File: config.mk
export PLATFORM = sky130hd
export DESIGN_NAME = mask_encoder32_5
export DESIGN_NICKNAME = d
export VERILOG_FILES = /design/src/rtl/mask_encoder32_5.sv
export SDC_FILE = /design/constraint.sdc
export NUM_CORES = 1
export LEC_CHECK = 0
export CORE_UTILIZATION = 60
export DETAILED_ROUTE_END_ITERATION = 10
export GPL_TIMING_DRIVEN = 0
export HOLD_SLACK_MARGIN = 0.03
export PLACE_DENSITY = 0.85
export SYNTH_ARGS = -nofsm -noshare
export SYNTH_HDL_FRONTEND = slang
export SYNTH_SLANG_ARGS = --single-unit
File: constraint.sdc
create_clock -name clk -period 8.6 [get_ports clk]
set_input_delay 0.86 -clock clk [delete_from_list [all_inputs] [get_ports clk]]
set_output_delay 0.86 -clock clk [all_outputs]
set_load 0.01 [all_outputs]
File: src/rtl/mask_encoder32_5.sv
`default_nettype none
// ============================================================================
// Module      : mask_encoder32_5
// Description : Sequential priority encoder. Accepts an N-bit mask and emits
//               the binary index of every set bit, one per valid/ready beat,
//               lowest bit first (HI_FIRST=0) or highest bit first
//               (HI_FIRST=1). The inverse of the 5-to-32 one-hot decoder used
//               for register-file write enables.
// Revision    : 1.0 - initial release
// ----------------------------------------------------------------------------
// Ports
//   clk        in   1   rising-edge clock
//   reset      in   1   asynchronous, active-high reset
//   in_valid   in   1   in_mask is valid
//   in_ready   out  1   block can accept a mask (IDLE and no flush)
//   in_mask    in   N   mask to encode
//   flush      in   1   synchronous abort; discards pending bits
//   out_valid  out  1   out_idx is valid
//   out_ready  in   1   consumer accepts out_idx
//   out_idx    out  IW  index of the current set bit
//   out_last   out  1   current beat is the last set bit of the mask
//   zero_err   out  1   one-cycle pulse: accepted mask was all zeros
//   busy       out  1   high while emitting beats
// ============================================================================
module mask_encoder32_5 #(
  parameter int N        = 32,
  parameter int IW       = $clog2(N),
  parameter bit HI_FIRST = 1'b0
) (
  input  logic          clk,
  input  logic          reset,
  input  logic          in_valid,
  output logic          in_ready,
  input  logic [N-1:0]  in_mask,
  input  logic          flush,
  output logic          out_valid,
  input  logic          out_ready,
  output logic [IW-1:0] out_idx,
  output logic          out_last,
  output logic          zero_err,
  output logic          busy
);

  typedef enum logic [0:0] {
    IDLE = 1'b0,
    EMIT = 1'b1
  } state_t;

  state_t        state_q,     state_d;
  logic [N-1:0]  pending_q,   pending_d;
  logic          out_valid_q, out_valid_d;
  logic [IW-1:0] out_idx_q,   out_idx_d;
  logic          out_last_q,  out_last_d;
  logic          zero_err_q,  zero_err_d;

  // pending with the bit of the current beat removed
  logic [N-1:0]  pending_clr;
  // vector the next beat is derived from: the fresh mask in IDLE,
  // otherwise what remains after the current beat is consumed
  logic [N-1:0]  enc_src;
  logic [IW-1:0] enc_idx;
  logic          enc_single;

  assign pending_clr = pending_q & ~(N'(1) << out_idx_q);
  assign enc_src     = (state_q == IDLE) ? in_mask : pending_clr;
  // exactly one bit set: non-zero and clearing the lowest set bit leaves zero
  assign enc_single  = (enc_src != '0) && ((enc_src & (enc_src - N'(1))) == '0);

  // Priority encoder; the last assignment in loop order wins, so the loop
  // direction selects which end of the mask has priority.
  generate
    if (HI_FIRST) begin : g_hi_first
      always_comb begin
        enc_idx = '0;
        for (int i = 0; i < N; i++) begin
          if (enc_src[i]) enc_idx = IW'(i);
        end
      end
    end else begin : g_lo_first
      always_comb begin
        enc_idx = '0;
        for (int i = N - 1; i >= 0; i--) begin
          if (enc_src[i]) enc_idx = IW'(i);
        end
      end
    end
  endgenerate

  always_comb begin
    state_d     = state_q;
    pending_d   = pending_q;
    out_valid_d = out_valid_q;
    out_idx_d   = out_idx_q;
    out_last_d  = out_last_q;
    zero_err_d  = 1'b0;

    if (flush) begin
      // flush beats any load or handshake this cycle; a handshaking beat is
      // treated as consumed and nothing further is emitted
      state_d     = IDLE;
      pending_d   = '0;
      out_valid_d = 1'b0;
      out_last_d  = 1'b0;
    end else if (state_q == IDLE) begin
      if (in_valid) begin
        pending_d = in_mask;
        if (in_mask == '0) begin
          zero_err_d = 1'b1;
        end else begin
          state_d     = EMIT;
          out_valid_d = 1'b1;
          out_idx_d   = enc_idx;
          out_last_d  = enc_single;
        end
      end
    end else if (out_valid_q && out_ready) begin
      pending_d = pending_clr;
      if (out_last_q) begin
        state_d     = IDLE;
        out_valid_d = 1'b0;
        out_last_d  = 1'b0;
      end else begin
        out_idx_d  = enc_idx;
        out_last_d = enc_single;
      end
    end
  end

  always_ff @(posedge clk or posedge reset) begin
    if (reset) begin
      state_q     <= IDLE;
      pending_q   <= '0;
      out_valid_q <= 1'b0;
      out_idx_q   <= '0;
      out_last_q  <= 1'b0;
      zero_err_q  <= 1'b0;
    end else begin
      state_q     <= state_d;
      pending_q   <= pending_d;
      out_valid_q <= out_valid_d;
      out_idx_q   <= out_idx_d;
      out_last_q  <= out_last_d;
      zero_err_q  <= zero_err_d;
    end
  end

  // a flush in IDLE must not let a mask slip in alongside it
  assign in_ready  = (state_q == IDLE) && !flush;
  assign out_valid = out_valid_q;
  assign out_idx   = out_idx_q;
  assign out_last  = out_last_q;
  assign zero_err  = zero_err_q;
  assign busy      = (state_q == EMIT);

endmodule
`default_nettype wire
==> flow_summary.json, run 1 <==
{
  "required_ns": 7.74,
  "clockRootBuffer": "clkbuf_8",
  "reg2regPathDepth": 11,
  "synth-edff-count": 0,
  "post_cts_resize_count": 0,
  "post_cts_buffers": 0,
  "grt_first_pass_wirelength_um": 18800,
  "diodes": 0,
  "start_util_pct": 63.7,
  "worstReg2RegEnd": "out_last",
  "synth.top_cell.area_share_pct": 31.0,
  "max-vdd-ir-drop_v": 0.0000977,
  "synth_top_area_cell": "dfrtp_1",
  "cts_max_level": 2,
  "switching_power_mw": 0.242,
  "clock_latency_ns": 0.30,
  "min_path_cells": 2,
  "min_to": "pending_q[15]",
  "synth_fp_nets": 445,
  "grt_pass1_vias": 3702,
  "ys_seq_elements": 41,
  "synth.top_cells.by_count": "nor2_1 (53), dfrtp_1 (41), nand2_1 (41)",
  "setup_violations": 0,
  "yosysWarnings": 0,
  "status": "finished clean",
  "startpoint_type": "input port",
  "regToRegSetupSlack_ns": 5.07,
  "gp_congestion": 1.01,
  "hold_class": "reg -> reg",
  "seq_area_frac_synth_pct": 31.0,
  "io_pins": 47,
  "avgSynthCellArea_um2": 8.12,
  "synthTopCellsByArea": "dfrtp_1 (31%), nor2_1 (6.0%), a21oi_1 (4.8%)",
  "cp.arrival_ns": 2.91,
  "synth.most_common_cell": "nor2_1",
  "grt_max_degree": 42,
  "ys.flop_type": "dfrtp_1",
  "routed_via_density": 7.21,
  "rsz0062_at_grt": "no",
  "die_h_um": 76.3,
  "track_usage_pct": 42.3,
  "hold_buffers": 0,
  "worstMarginPinSlew_ns": 0.922,
  "seq_power_share_pct": 36.7,
  "final_layout_size_suffix_gt1_share_pct": 12.6,
  "synthCells": 408,
  "dp_hpwl_um": 8860,
  "dr.pass1.iters": 6,
  "synth_cell_types": 73,
  "grt-ovfl-total": 0,
  "cts_tree": "done",
  "wire_per_inst_um": 22.9,
  "crit_path_end_kind": "primary output",
  "drv_slew": 0,
  "fin_crit_ns": 3.77,
  "leakagePower_nw": 1.53,
  "syn-cell-area_um2": 3310,
  "slew_headroom_pct": 38.5,
  "die_area_um2": 5830,
  "async_reset_ff_share_pct": 100,
  "fin_util_pct": 75.9,
  "die_x_um": 76.3,
  "numPortBuffers": 46,
  "skew_ns": 0.00682,
  "clk_pin_slew_ns": 0.08,
  "vias": 3828,
  "final_antenna_net_count": 0,
  "p_clk_share_pct": 21.5,
  "max_freq_ghz": 0.265,
  "crit_start": "flush",
  "final_nets": 498,
  "antenna_found_initial": 0,
  "core_area_um2": 5200,
  "hp-start": "pending_q[15]",
  "crit_type": "in -> out",
  "power_density_nw_per_um2": 156,
  "routed_wl_um": 12200,
  "final-hold-violation-count": 0,
  "numCtsBuffers": 5,
  "max_cap_violations": 0,
  "cp_max_fo": 10,
  "syn2layout_area_growth_pct": 19.1,
  "drt-initial-drc-count": 451,
  "switching_share_pct": 39.4,
  "r2r-start": "busy",
  "setup_tns_ns": 0,
  "finish.instance_area_um2": 3950,
  "power.internal_mw": 0.372,
  "cts_buffer_depth": 2,
  "rows": 26,
  "drc": 0,
  "pwr-share-comb_pct": 41.8,
  "cts_sinks": 41,
  "period_share_pct": 43.8,
  "detailed_place.area_um2": 3860
}
[placed cells by master, fill, tap and decap left out, types with 4 or more instances in the layout]
cell type	Yosys	layout
a31oi_1	8	8
a21oi_1	32	32
o2111ai_1	4	4
nand3_1	5	5
nor3_1	12	12
o221ai_1	4	4
dfrtp_1	41	41
a211oi_1	13	13
or2_2	7	7
o21a_1	4	4
nand2b_1	8	8
o21ai_0	28	28
o211ai_1	8	8
o221a_2	4	4
clkbuf_8	4	10
nor4_1	8	8
o211a_1	4	4
inv_1	12	11
clkbuf_1	15	16
or3_1	6	6
nand2_1	41	41
nor2_1	53	53
clkdlybuf4s50_1	0	46
mux2_2	9	9
mux2i_1	6	6
[final cells by class]
type / instances / area, µm²
Clock buffer: 7 / 86.3
Sequential cell: 41 / 1030
Fill cell: 400 / 1260
Multi-Input combinational cell: 330 / 2090
Timing Repair Buffer: 46 / 460
Buffer: 24 / 151
Tap cell: 70 / 87.6
Inverter: 13 / 48.8
[metrics by stage]
stage          instances  power, mW  worst slack [ns]  hold slack, ns
6_report             531      0.614              4.83           0.520
5_1_grt              531      0.634              4.80           0.545
3_3_place_gp         524      0.465              4.71           0.490
4_1_cts              531      0.604              4.90           0.517
2_1_floorplan        408      0.382              5.55           0.472
3_5_place_dp         524      0.473              4.75           0.499
[cells by family after synthesis]
family	Yosys count	synth area share, %
simple gates	167	25.7
compound gates	145	30.8
flops	41	31.0
buf+inv	37	6.04
mux	17	6.23
fa+ha+maj	1	0.302
[critical path, stage by stage]
cell and delay, ns:
clkdlybuf4s50_1 0.47, clkbuf_1 0.48, clkbuf_1 0.52, nor2_1 0.08, clkdlybuf4s50_1 0.50
[flip-flops by register name, indices dropped and copies added (netlist names)]
register / cells
out_last: 1
busy: 1
out_valid: 1
pending_q: 32
zero_err: 1
out_idx: 5
[layer usage]
| metal | vias to the layer above | global-route usage, % | wire length [µm] |
|---|---|---|---|
| li1 | 1644 | - | - |
| met5 | - | 0 | 0 |
| met4 | 0 | 22.5 | 571 |
| met3 | 76 | 8.74 | 1170 |
| met1 | 1813 | 51.4 | 4700 |
| met2 | 295 | 70.4 | 5710 |
[power groups by stage]
stage / clock network, mW / registers [mW] / logic, mW
final: 0.132 / 0.225 / 0.257
after global routing: 0.138 / 0.226 / 0.270
after detailed placement: 0 / 0.228 / 0.245
after global placement: 0 / 0.226 / 0.239
after CTS: 0.133 / 0.224 / 0.247
after floorplan: 0 / 0.225 / 0.157
[worst max-delay path by stage]
| stage | end | slack, ns | cells after the start |
|---|---|---|---|
| finish | in_ready | 4.83 | 5 |
| global route | out_last | 4.80 | 10 |
| CTS | in_ready | 4.90 | 5 |
| detailed placement | out_last | 4.75 | 10 |
| global placement | out_last | 4.71 | 10 |
| floorplan | out_last | 5.55 | 9 |
Note: power is estimated with default switching activity, not from simulation.
==> run 2: changes to the inputs <==
- CORE_UTILIZATION: 60 -> 50
- PLACE_DENSITY: 0.85 -> 0.75
- clock period: 8.6 -> 3.1 ns (I/O delays scaled with it)
==> flow_summary.json, run 2 (synthesis gave the netlist of run 1 again) <==
{
  "status": "finished, violations left",
  "violations": "negative setup slack",
  "cp.arrival_ns": 3.34,
  "skew_ns": 0.00362,
  "slew_headroom_pct": 52.5,
  "clock_latency_ns": 0.30,
  "reg2regPathDepth": 11,
  "power_density_nw_per_um2": 421,
  "die_x_um": 83.4,
  "placedCellCount": 532,
  "final_layout_size_suffix_gt1_share_pct": 20.7,
  "cts_buffer_depth": 2,
  "worstReg2RegEnd": "out_last",
  "io_pins": 47,
  "cts_max_level": 2,
  "grt_pass1_vias": 3418,
  "clockRootBuffer": "clkbuf_8",
  "vias": 3732,
  "regToRegSetupSlack_ns": -0.01,
  "grt_max_degree": 22,
  "hold_buffers": 0,
  "start_util_pct": 51.9,
  "gp_congestion": 0.991,
  "dr.pass1.iters": 5,
  "crit_start": "busy",
  "setup_slack_ns": -0.0144,
  "drt-initial-drc-count": 430,
  "final-hold-violation-count": 0,
  "drc": 0,
  "leakagePower_nw": 1.65,
  "antenna_found_initial": 0,
  "wire_per_inst_um": 22.7,
  "layout.cells.most_common": "nor2_1",
  "finalNonFillerCells": 550,
  "track_usage_pct": 35.2,
  "syn2layout_area_growth_pct": 27.7,
  "die_h_um": 83.4,
  "core_area_um2": 6390,
  "numPortBuffers": 46,
  "r2r-start": "busy",
  "crit_path_end_kind": "flip-flop",
  "largest_reg_flops": 32,
  "grt_first_pass_wirelength_um": 18900,
  "routed_wl_um": 12500,
  "most-common-layout-cells": "nor2_1 (52), clkdlybuf4s50_1 (46), nand2_1 (40)",
  "max_cap_violations": 0,
  "grt-ovfl-total": 0,
  "startpoint_type": "flip-flop",
  "cts_tree": "done",
  "dp_hpwl_um": 8980,
  "rsz0062_at_grt": "yes",
  "holdWs_ns": 0.353,
  "die_area_um2": 6960,
  "clk_pin_slew_ns": 0.08,
  "rows": 29,
  "cp_max_fo": 10,
  "diodes": 0,
  "cts_sinks": 41,
  "max_flop_register": "pending_q",
  "drv_slew": 0,
  "period_share_pct": 100,
  "required_ns": 3.32,
  "numCtsBuffers": 5,
  "max-vdd-ir-drop_v": 0.000461,
  "final_nets": 510,
  "worstMarginPinSlew_ns": 0.705,
  "fin_crit_ns": 3.11,
  "routed_via_density": 6.79,
  "max_freq_ghz": 0.321,
  "crit_end": "out_last",
  "final_antenna_net_count": 0,
  "crit_type": "reg -> reg",
  "hold_class": "in -> async",
  "setup_violations": 1
}
[run 2: where the power goes]
| group | total, mW | internal, mW | switching [mW] | leakage, nW |
|---|---|---|---|---|
| clock | 0.376 | 0.177 | 0.198 | 0.0443 |
| sequential | 0.620 | 0.581 | 0.0395 | 0.541 |
| combinational | 0.785 | 0.316 | 0.469 | 1.06 |
| total | 1.78 | 1.07 | 0.707 | 1.65 |
[run 2: stage by stage]
step	instance area [µm²]	util [%]	worst slack, ns	TNS (ns)	total power [mW]
after floorplan	3310	-	0.262	0	1.06
after global placement	3870	60.6	-0.302	-0.701	1.31
after detailed placement	3900	61.1	-0.330	-0.818	1.32
after CTS	4080	63.8	-0.0171	-0.0171	1.71
after global routing	4230	66.3	-0.156	-0.302	1.85
final	4230	66.3	-0.0144	-0.0144	1.78
[run 2: worst max-delay path, stage by stage (launching register included)]
cell and delay, ns:
dfrtp_1 0.37, buf_6 0.16, buf_4 0.21, nand4b_1 0.24, o32a_1 0.44, nor2_1 0.25
and3_1 0.27, nand2_4 0.12, nor3_2 0.16, o2111ai_1 0.12, or4_1 0.55, o21ai_1 0.15
[run 2: layout make-up]
cell class | instances | area [µm²]
Buffer | 22 | 149
Sequential cell | 41 | 1030
Fill cell | 560 | 2150
Tap cell | 77 | 96.3
Inverter | 13 | 50.0
Multi-Input combinational cell | 330 | 2240
Clock buffer | 7 | 86.3
Timing Repair Buffer | 60 | 586
[run 2: worst min path at each step]
stage / from / end / slack [ns] / cells past startpoint
floorplan: in_valid / zero_err / 0.44 / 2
global placement: pending_q[9] / pending_q[9] / 0.50 / 2
detailed placement: pending_q[9] / pending_q[9] / 0.50 / 2
CTS: reset / pending_q[26] / 0.37 / 2
global route: reset / pending_q[10] / 0.41 / 2
finish: reset / pending_q[10] / 0.35 / 2
[run 2: repair_timing]
action / CTS / global route
buffers inserted: 4 / 9
gates resized for setup: 20 / 20
pin swaps: 2 / 5
setup endpoints to repair: 4 / 4
[run 2: metal layers]
| layer | GRT usage [%] | vias to the layer above | share of wire [%] |
|---|---|---|---|
| met5 | 0 | - | 0 |
| met4 | 12.3 | 0 | 3.9 |
| met3 | 3.78 | 39 | 9.6 |
| met2 | 57.2 | 231 | 45 |
| met1 | 48.9 | 1797 | 42 |
| li1 | - | 1665 | - |
==> run 3: changes to the inputs <==
- SLEW_MARGIN: default -> 20
- TNS_END_PERCENT: default -> 30
==> flow_summary.json, run 3 (synthesis gave the netlist of run 1 again) <==
{
  "crit_type": "reg -> reg",
  "status": "finished, violations left",
  "p_clk_share_pct": 21.0,
  "path_cells": "buf_6 > buf_4 > nand4b_1 > o32a_1 > nor2_1 > and3_1 > nand2_4 > nor3_2 > o2111ai_1 > or4_1 > o21ai_1",
  "cts_max_level": 2,
  "die_area_um2": 6960,
  "final_nets": 510,
  "regToRegSetupSlack_ns": -0.01,
  "cts_buffer_depth": 2,
  "track_usage_pct": 35.2,
  "gp_congestion": 0.991,
  "die_x_um": 83.4,
  "max_freq_ghz": 0.321,
  "routed_via_density": 6.79,
  "cp.arrival_ns": 3.34,
  "power.internal_mw": 1.07,
  "max-vdd-ir-drop_v": 0.000460,
  "vias": 3734,
  "grt_max_degree": 22,
  "slew_headroom_pct": 53.5,
  "clk_pin_slew_ns": 0.08,
  "hold_buffers": 0,
  "period_share_pct": 100,
  "cp_num_buf_inv": 2,
  "placedCellCount": 532,
  "drc": 0,
  "numCtsBuffers": 5,
  "final_antenna_net_count": 0,
  "worstMarginPinSlew_ns": 0.690,
  "crit_path_end_kind": "flip-flop",
  "start_util_pct": 51.9,
  "drt-initial-drc-count": 361,
  "clock_latency_ns": 0.30,
  "numPortBuffers": 46,
  "rsz0062_at_grt": "yes",
  "layout.cells.most_common": "nor2_1",
  "pwr-share-comb_pct": 44.1,
  "violations": "negative setup slack",
  "cp.depth": 11,
  "most-common-layout-cells": "nor2_1 (52), clkdlybuf4s50_1 (46), nand2_1 (40)",
  "seq_power_share_pct": 34.8,
  "setup_slack_ns": -0.0147,
  "final-hold-violation-count": 0,
  "syn2layout_area_growth_pct": 27.7,
  "startpoint_type": "flip-flop",
  "path_delay_family": "simple AND/OR/NAND/NOR gates",
  "grt_first_pass_wirelength_um": 18900,
  "dr.pass1.iters": 5,
  "reg2regPathDepth": 11,
  "power_density_nw_per_um2": 420,
  "cts_tree": "done",
  "io_pins": 47,
  "required_ns": 3.32,
  "grt-ovfl-total": 0,
  "die_h_um": 83.4,
  "cpPeakStageDelay_ns": 0.54,
  "fin_crit_ns": 3.11,
  "cts_sinks": 41,
  "routed_wl_um": 12500,
  "dp_hpwl_um": 8980,
  "leakagePower_nw": 1.65,
  "max_flop_register": "pending_q",
  "wire_per_inst_um": 22.7,
  "switching_share_pct": 39.7,
  "fin_util_pct": 66.3,
  "antenna_found_initial": 0,
  "hold_class": "in -> async",
  "diodes": 0,
  "core_area_um2": 6390,
  "slowest_stage": "or4_1",
  "clockRootBuffer": "clkbuf_8",
  "finalNonFillerCells": 550,
  "drv_slew": 0,
  "setup_violations": 1,
  "switching_power_mw": 0.706,
  "max_cap_violations": 0,
  "largest_reg_flops": 32,
  "cp_max_fo": 10,
  "rows": 29,
  "skew_ns": 0.00305,
  "final_layout_size_suffix_gt1_share_pct": 20.7,
  "grt_pass1_vias": 3418
}
==> run 3: metrics by stage <==
stage | cell area (µm²) | hold WS [ns] | setup WS, ns | total power, mW | setup TNS, ns
after floorplan | 3310 | 0.443 | 0.262 | 1.06 | 0
after global placement | 3870 | 0.496 | -0.302 | 1.31 | -0.701
after detailed placement | 3900 | 0.499 | -0.330 | 1.32 | -0.818
after CTS | 4080 | 0.374 | -0.0171 | 1.71 | -0.0171
after global routing | 4230 | 0.407 | -0.156 | 1.85 | -0.298
final | 4230 | 0.353 | -0.0147 | 1.78 | -0.0147
==> run 3: power groups by stage <==
stage	registers, mW	clock network [mW]	logic [mW]
global route	0.626	0.393	0.833
detailed placement	0.631	0	0.690
global placement	0.628	0	0.680
floorplan	0.624	0	0.437
CTS	0.622	0.372	0.719
finish	0.620	0.374	0.786
==> run 3: timing repair <==
action                                  CTS  global route
gates cloned                              0             0
pin swaps                                 2             5
resized for setup                        20            20
setup buffers                             4             9
endpoints found under the setup margin    4             4
==> run 3: final timing paths <==
check | startpoint | end
min in group clk | pending_q[9] | pending_q[9]
worst max-delay path | busy | out_last
worst max register to register | busy | out_last
max in group asynchronous | reset | out_idx[3]
worst min-delay path | reset | pending_q[10]
worst min register to register | pending_q[9] | pending_q[9]
==> run 3: routing by layer <==
layer / wire, µm / track usage, %
met1: 5260 / 48.9
met2: 5650 / 57.2
met3: 1120 / 3.78
met4: 474 / 12.3
met5: 0 / 0
==> run 3: final cells by class <==
type | instances | area (µm²)
multi-input combinational | 330 | 2240
timing repair buffer | 60 | 586
clock buffer | 7 | 86.3
inverter | 13 | 50.0
fill | 560 | 2150
buffer | 22 | 149
tap | 77 | 96.3
sequential | 41 | 1030
